## src/rtl/sample_window_buffer.sv

```systemverilog
// Sliding window over a serial IEEE754 sample stream; every hop samples the
// window is frozen onto a parallel bus and held until the downstream stage finishes.
module sample_window_buffer #(
   parameter int unsigned size = 28,
   parameter int unsigned hop  = 28,
   parameter int unsigned cntW = 8
) (
   input  logic            clk,
   input  logic            rstn,
   input  logic            clear,
   input  logic            sampleIn,
   input  logic [31:0]     sample,
   input  logic            resultReady,
   output logic [31:0]     data [0:size-1],
   output logic            frameValid,
   output logic            overrun,
   output logic [cntW-1:0] dropCount
);

   localparam int unsigned SAMPLE_W = 32;
   localparam int unsigned FILL_W   = $clog2(size + 1);
   localparam int unsigned HOP_W    = (hop > 1) ? $clog2(hop) : 1;

   localparam logic [1:0] S_IDLE = 2'd0;
   localparam logic [1:0] S_BUSY = 2'd1;
   localparam logic [1:0] S_GAP  = 2'd2;

   logic [SAMPLE_W-1:0] r_win      [0:size-1];
   logic [SAMPLE_W-1:0] w_win_next [0:size-1];
   logic [SAMPLE_W-1:0] r_data     [0:size-1];

   logic [FILL_W-1:0] r_fill;
   logic [FILL_W-1:0] w_fill_next;
   logic [HOP_W-1:0]  r_hop_cnt;
   logic [HOP_W-1:0]  w_hop_next;
   logic              w_trigger;

   logic [1:0]        r_state;
   logic [1:0]        w_state_next;
   logic              r_frame_valid;
   logic              w_frame_valid_next;
   logic              r_overrun;
   logic              w_overrun_next;
   logic [cntW-1:0]   r_drop_cnt;
   logic [cntW-1:0]   w_drop_cnt_next;
   logic              w_load;

   // Window after shifting in the current sample; snapshots always take this view.
   always_comb begin
      for (int unsigned i = 0; i < size - 1; i++) begin
         w_win_next[i] = r_win[i + 1];
      end
      w_win_next[size-1] = sample;
   end

   // Fill and hop tracking: first trigger when the window fills, then every hop-th sample.
   always_comb begin
      w_fill_next = r_fill;
      w_hop_next  = r_hop_cnt;
      w_trigger   = 1'b0;
      if (clear) begin
         w_fill_next = '0;
         w_hop_next  = '0;
      end else if (sampleIn) begin
         if (r_fill == FILL_W'(size)) begin
            if (r_hop_cnt == HOP_W'(hop - 1)) begin
               w_hop_next = '0;
               w_trigger  = 1'b1;
            end else begin
               w_hop_next = r_hop_cnt + HOP_W'(1);
            end
         end else begin
            w_fill_next = r_fill + FILL_W'(1);
            if (r_fill == FILL_W'(size - 1)) begin
               w_trigger  = 1'b1;
               w_hop_next = '0;
            end
         end
      end
   end

   // Frame handshake: publish, hold until resultReady, then force one low cycle.
   always_comb begin
      w_state_next       = r_state;
      w_frame_valid_next = r_frame_valid;
      w_overrun_next     = r_overrun;
      w_drop_cnt_next    = r_drop_cnt;
      w_load             = 1'b0;
      if (clear) begin
         w_state_next       = S_IDLE;
         w_frame_valid_next = 1'b0;
         w_overrun_next     = 1'b0;
         w_drop_cnt_next    = '0;
      end else begin
         case (r_state)
            S_IDLE, S_GAP: begin
               w_state_next = S_IDLE;
               if (w_trigger) begin
                  w_load             = 1'b1;
                  w_frame_valid_next = 1'b1;
                  w_state_next       = S_BUSY;
               end
            end
            S_BUSY: begin
               if (w_trigger) begin
                  w_overrun_next = 1'b1;
                  if (r_drop_cnt != {cntW{1'b1}}) begin
                     w_drop_cnt_next = r_drop_cnt + cntW'(1);
                  end
               end
               if (resultReady) begin
                  w_frame_valid_next = 1'b0;
                  w_state_next       = S_GAP;
               end
            end
            default: begin
               w_state_next       = S_IDLE;
               w_frame_valid_next = 1'b0;
            end
         endcase
      end
   end

   always_ff @(posedge clk or negedge rstn) begin
      if (!rstn) begin
         r_state       <= S_IDLE;
         r_frame_valid <= 1'b0;
         r_overrun     <= 1'b0;
         r_drop_cnt    <= '0;
         r_fill        <= '0;
         r_hop_cnt     <= '0;
      end else begin
         r_state       <= w_state_next;
         r_frame_valid <= w_frame_valid_next;
         r_overrun     <= w_overrun_next;
         r_drop_cnt    <= w_drop_cnt_next;
         r_fill        <= w_fill_next;
         r_hop_cnt     <= w_hop_next;
      end
   end

   // Window shifts on every accepted sample regardless of the handshake state.
   always_ff @(posedge clk or negedge rstn) begin
      if (!rstn) begin
         for (int unsigned i = 0; i < size; i++) begin
            r_win[i] <= '0;
         end
      end else if (sampleIn && !clear) begin
         for (int unsigned i = 0; i < size; i++) begin
            r_win[i] <= w_win_next[i];
         end
      end
   end

   always_ff @(posedge clk or negedge rstn) begin
      if (!rstn) begin
         for (int unsigned i = 0; i < size; i++) begin
            r_data[i] <= '0;
         end
      end else if (w_load) begin
         for (int unsigned i = 0; i < size; i++) begin
            r_data[i] <= w_win_next[i];
         end
      end
   end

   assign data       = r_data;
   assign frameValid = r_frame_valid;
   assign overrun    = r_overrun;
   assign dropCount  = r_drop_cnt;

endmodule
```

## config.mk

```make
export PLATFORM = sky130hd
export DESIGN_NAME = sample_window_buffer
export DESIGN_NICKNAME = d
export VERILOG_FILES = /design/src/rtl/sample_window_buffer.sv
export SDC_FILE = /design/constraint.sdc
export NUM_CORES = 2
export LEC_CHECK = 0
export CAP_MARGIN = 30
export CORE_ASPECT_RATIO = 1.75
export CORE_MARGIN = 1
export CORE_UTILIZATION = 49
export CTS_CLUSTER_SIZE = 25
export DETAILED_ROUTE_END_ITERATION = 8
export PLACE_DENSITY = 0.72
export SYNTH_ARGS = -nofsm -noshare
export SYNTH_HDL_FRONTEND = slang
export SYNTH_SLANG_ARGS = --single-unit
```

## constraint.sdc

```tcl
create_clock -name clk -period 2.3 [get_ports clk]
set_clock_uncertainty 0.15 [all_clocks]
set_input_delay 0.23 -clock clk [delete_from_list [all_inputs] [get_ports clk]]
set_output_delay 0.23 -clock clk [all_outputs]
set_load 0.05 [all_outputs]
```

==> metrics.md <==
| Metric | Value |
|---|---|
| Leakage | `43.1 nW` |
| FF-to-FF Start | `r_fill[1]$_DFFE_PN0P_` |
| GRT Overall Usage | `26.8%` |
| Setup-failing EPs final | `1697` |
| Final hold viol count | `0` |
| Crit-path max FO | `6` |
| CTS tree | `yes` |
| Final core occ | `63.9%` |
| Worst path bufs/invs | `5` |
| Initial antenna violation count | `2` |
| Largest net degree at the start of global routing | `130` |
| Avg Inst Size Synth | `17.5 um2` |
| Ys Warns | `0` |
| DR vias | `37200` |
| Most common cell on crit path | `buf_16` |
| FMAX | `388 MHz` |
| Placer Congestion | `0.871` |
| Chip width | `282 um` |
| DR WL/cell | `26.8 um` |
| Sequential-to-total area share from yosys stat | `66.3%` |
| Root Buffer Master | `clkbuf_16` |
| Max incr delay on CP | `0.50 ns` |
| Final Max Tran Viols | `0` |
| Net Count, Synth | `3879` |
| Crit path launch | `r_fill[1]$_DFFE_PN0P_` |
| DRT Pass-1 Iters | `5` |
| TNS Setup | `-216.73 ns` |
| Nets | `5056` |
| Final period util | `112%` |
| Maxcap violations | `0` |
| Layout area overhead | `29.3%` |
| Die area | `0.139 mm2` |
| Outcome | `finished with violations` |
| Number of antenna-violating nets in the routed design | `0` |
| Critical Path, Cell by Cell | `inv_1 -> ha_2 -> mux2_4 -> o211ai_1 -> or3_4 -> buf_8 -> buf_16 -> buf_12 -> buf_16 -> mux2_2` |
| Fraction of layout cells with a size suffix above 1 | `45.1%` |
| Crit Path Category | `reg2reg` |
| RSZ-0062 raised after global routing | `true` |
| CTS Sinks | `1782` |
| DR iter-0 viols | `1921` |
| Total CTS buffers | `156` |
| Detail Placement HPWL | `134000 um` |
| WHS | `0.0465 ns` |
| Worst-path clk slew | `0.07 ns` |
| Htree depth | `4` |
| Library cells used by synthesis | `31` |
| Min Clock Period, post-route | `2.58 ns` |
| Residual DRC count | `0` |
| Port bufs | `942` |
| Starting Density | `49.4%` |
| Via density | `5.35` |
| Mapped Area | `0.0672 mm2` |
| Worst EP required | `2.79 ns` |
| Hold Crit Start | `sample[2]` |
| Vias in the first global route | `39100` |
| Crit-path leading delay family | `buffers and inverters` |
| First-pass GRT wire length | `271000 um` |
| Power, Total | `72.7 mW` |
| Core area | `0.136 mm2` |
| CP arrival | `3.06 ns` |
| CP Capture Type | `register` |
| Setup ws final | `-0.276 ns` |
| I/O pins | `943` |
| Worst-Margin Slew | `0.769 ns` |
| Cell Rows | `179` |
| Relative max-transition margin | `48.7%` |
| Post-Synthesis Cells | `3838` |
| Slowest CP cell | `or3_4` |
| Fillcell total | `9691` |
| CP startpoint kind | `register` |
| Clk_lat worst skew | `0.80 ns` |
| Hold crit path type | `in2reg` |
| Synth Register Bits | `1782` |
| Routed WL | `186000 um` |
| Worst VDD drop | `0.870 mV` |
| Failing checks | `negative setup slack` |
| Pwr dens | `836 mW/mm2` |
| Clock tree buffer depth | `3` |
| Total gr overflow | `0` |
| Die Ht | `492 um` |
worst reg2reg max path: cells and delay by family (launching register included):
kind	cells	cell delay, ns
AO/OA/AOI/OAI	1	0.10
adder cells (fa/ha/maj)	1	0.17
AND/OR/NAND/NOR	1	0.50
buffers and inverters	5	0.68
multiplexers	2	0.42
flip-flops	1	0.41
cells by family after synthesis:
family	share of synthesized area, %
xor+xnor	0.0652
fa+ha+maj	0.0745
flops	66.3
buf+inv	1.66
simple gates	0.410
compound gates	0.246
mux	31.2
per-stage QoR:
step | instance area, um2 | std cells | worst slack [ns]
after CTS | 86500 | 6927 | -0.282
after floorplan | 67200 | 3838 | -0.00488
after global placement | 80000 | 6587 | -0.358
after detailed placement | 80000 | 6587 | -0.332
final | 86900 | 6947 | -0.276
after global routing | 86900 | 6947 | -0.334
power breakdown:
part           total, mW  internal, mW  switching (mW)  leakage (nW)
Sequential          39.7          35.4            4.26          24.1
Combinational       5.67          3.65            2.02          16.3
Clock               27.3          15.5            11.8          2.63
Total               72.7          54.6            18.1          43.1
synthesized netlist by cell type, drive strengths merged:
library cell	number	area, um2
a21oi	11	55.1
and2	1	6.26
and3	3	18.8
and4	1	8.76
and4b	1	10.0
buf	102	722
clkbuf	96	360
dfrtp	1782	44600
ha	4	50.1
inv	8	30.0
mux2	1761	21000
mux2i	1	10.0
nand2	13	48.8
nand3	9	45.0
nand4	3	18.8
nor2	6	22.5
nor2b	2	12.5
nor3	2	10.0
o2111ai	1	8.76
o211a	2	20.0
o211ai	1	7.51
o21ai	7	35.0
o31ai	4	30.0
o41ai	1	8.76
or3	7	43.8
or4	4	30.0
xnor2	1	8.76
xor2	4	35.0
metal layers:
| metal | share of wire, % | GRT usage, % | wire length, um |
|---|---|---|---|
| met5 | 0 | 0 | 0 |
| met4 | 3.2 | 9.01 | 5900 |
| met3 | 9.2 | 9.82 | 17200 |
| met2 | 49 | 44.0 | 91000 |
| met1 | 39 | 32.3 | 71900 |
sequential cells by signal (all words and copies together), names as in the netlist:
name	cells
data	896
r_win	864
dropCount	8
r_fill	5
r_hop_cnt	5
r_state	2
frameValid	1
overrun	1
layout by cell type (no fill, tap or decap), drive strengths merged, types with 12 or more instances in the layout:
cell | Yosys | routed
buf | 102 | 288
bufinv | 0 | 12
clkbuf | 96 | 238
clkdlybuf4s50 | 0 | 849
clkinv | 0 | 25
dfrtp | 1782 | 1782
dlygate4sd2 | 0 | 36
dlygate4sd3 | 0 | 29
inv | 8 | 18
mux2 | 1761 | 1761
nand2 | 13 | 13
final timing paths:
check	to	slack [ns]	cells past startpoint
worst max-delay path	data[374]$_DFFE_PN0P_	-0.28	10
worst min-delay path	data[2]$_DFFE_PN0P_	0.05	2
worst max register to register	data[374]$_DFFE_PN0P_	-0.28	10
worst min register to register	r_state[0]$_DFFE_PN0P_	0.34	1
max in group asynchronous	r_win[388]$_DFFE_PN0P_	1.02	4
min in group asynchronous	r_win[136]$_DFFE_PN0P_	0.11	3
final cells by class:
class | count | area, um2 | area share (%)
Sequential cell | 1782 | 44600 | 51.3
Tap cell | 1810 | 2260 | 2.61
Clock buffer | 229 | 4650 | 5.35
Clock inverter | 50 | 701 | 0.806
Inverter | 8 | 30.0 | 0.0345
Multi-Input combinational cell | 1850 | 21600 | 24.8
Antenna cell | 1 | 2.50 | 0.00288
Timing Repair Buffer | 1217 | 13100 | 15.1
timing repair:
item                                   in CTS  in global routing
endpoints found under the hold margin    1836                  0
setup endpoints to repair                1727               1711
setup buffers                              13                 17
pin swaps                                   1                  2
cloned                                     19                 10
gates resized for setup                   104                 36
hold buffers                               29                  0
(Power assumes the default switching activity.)
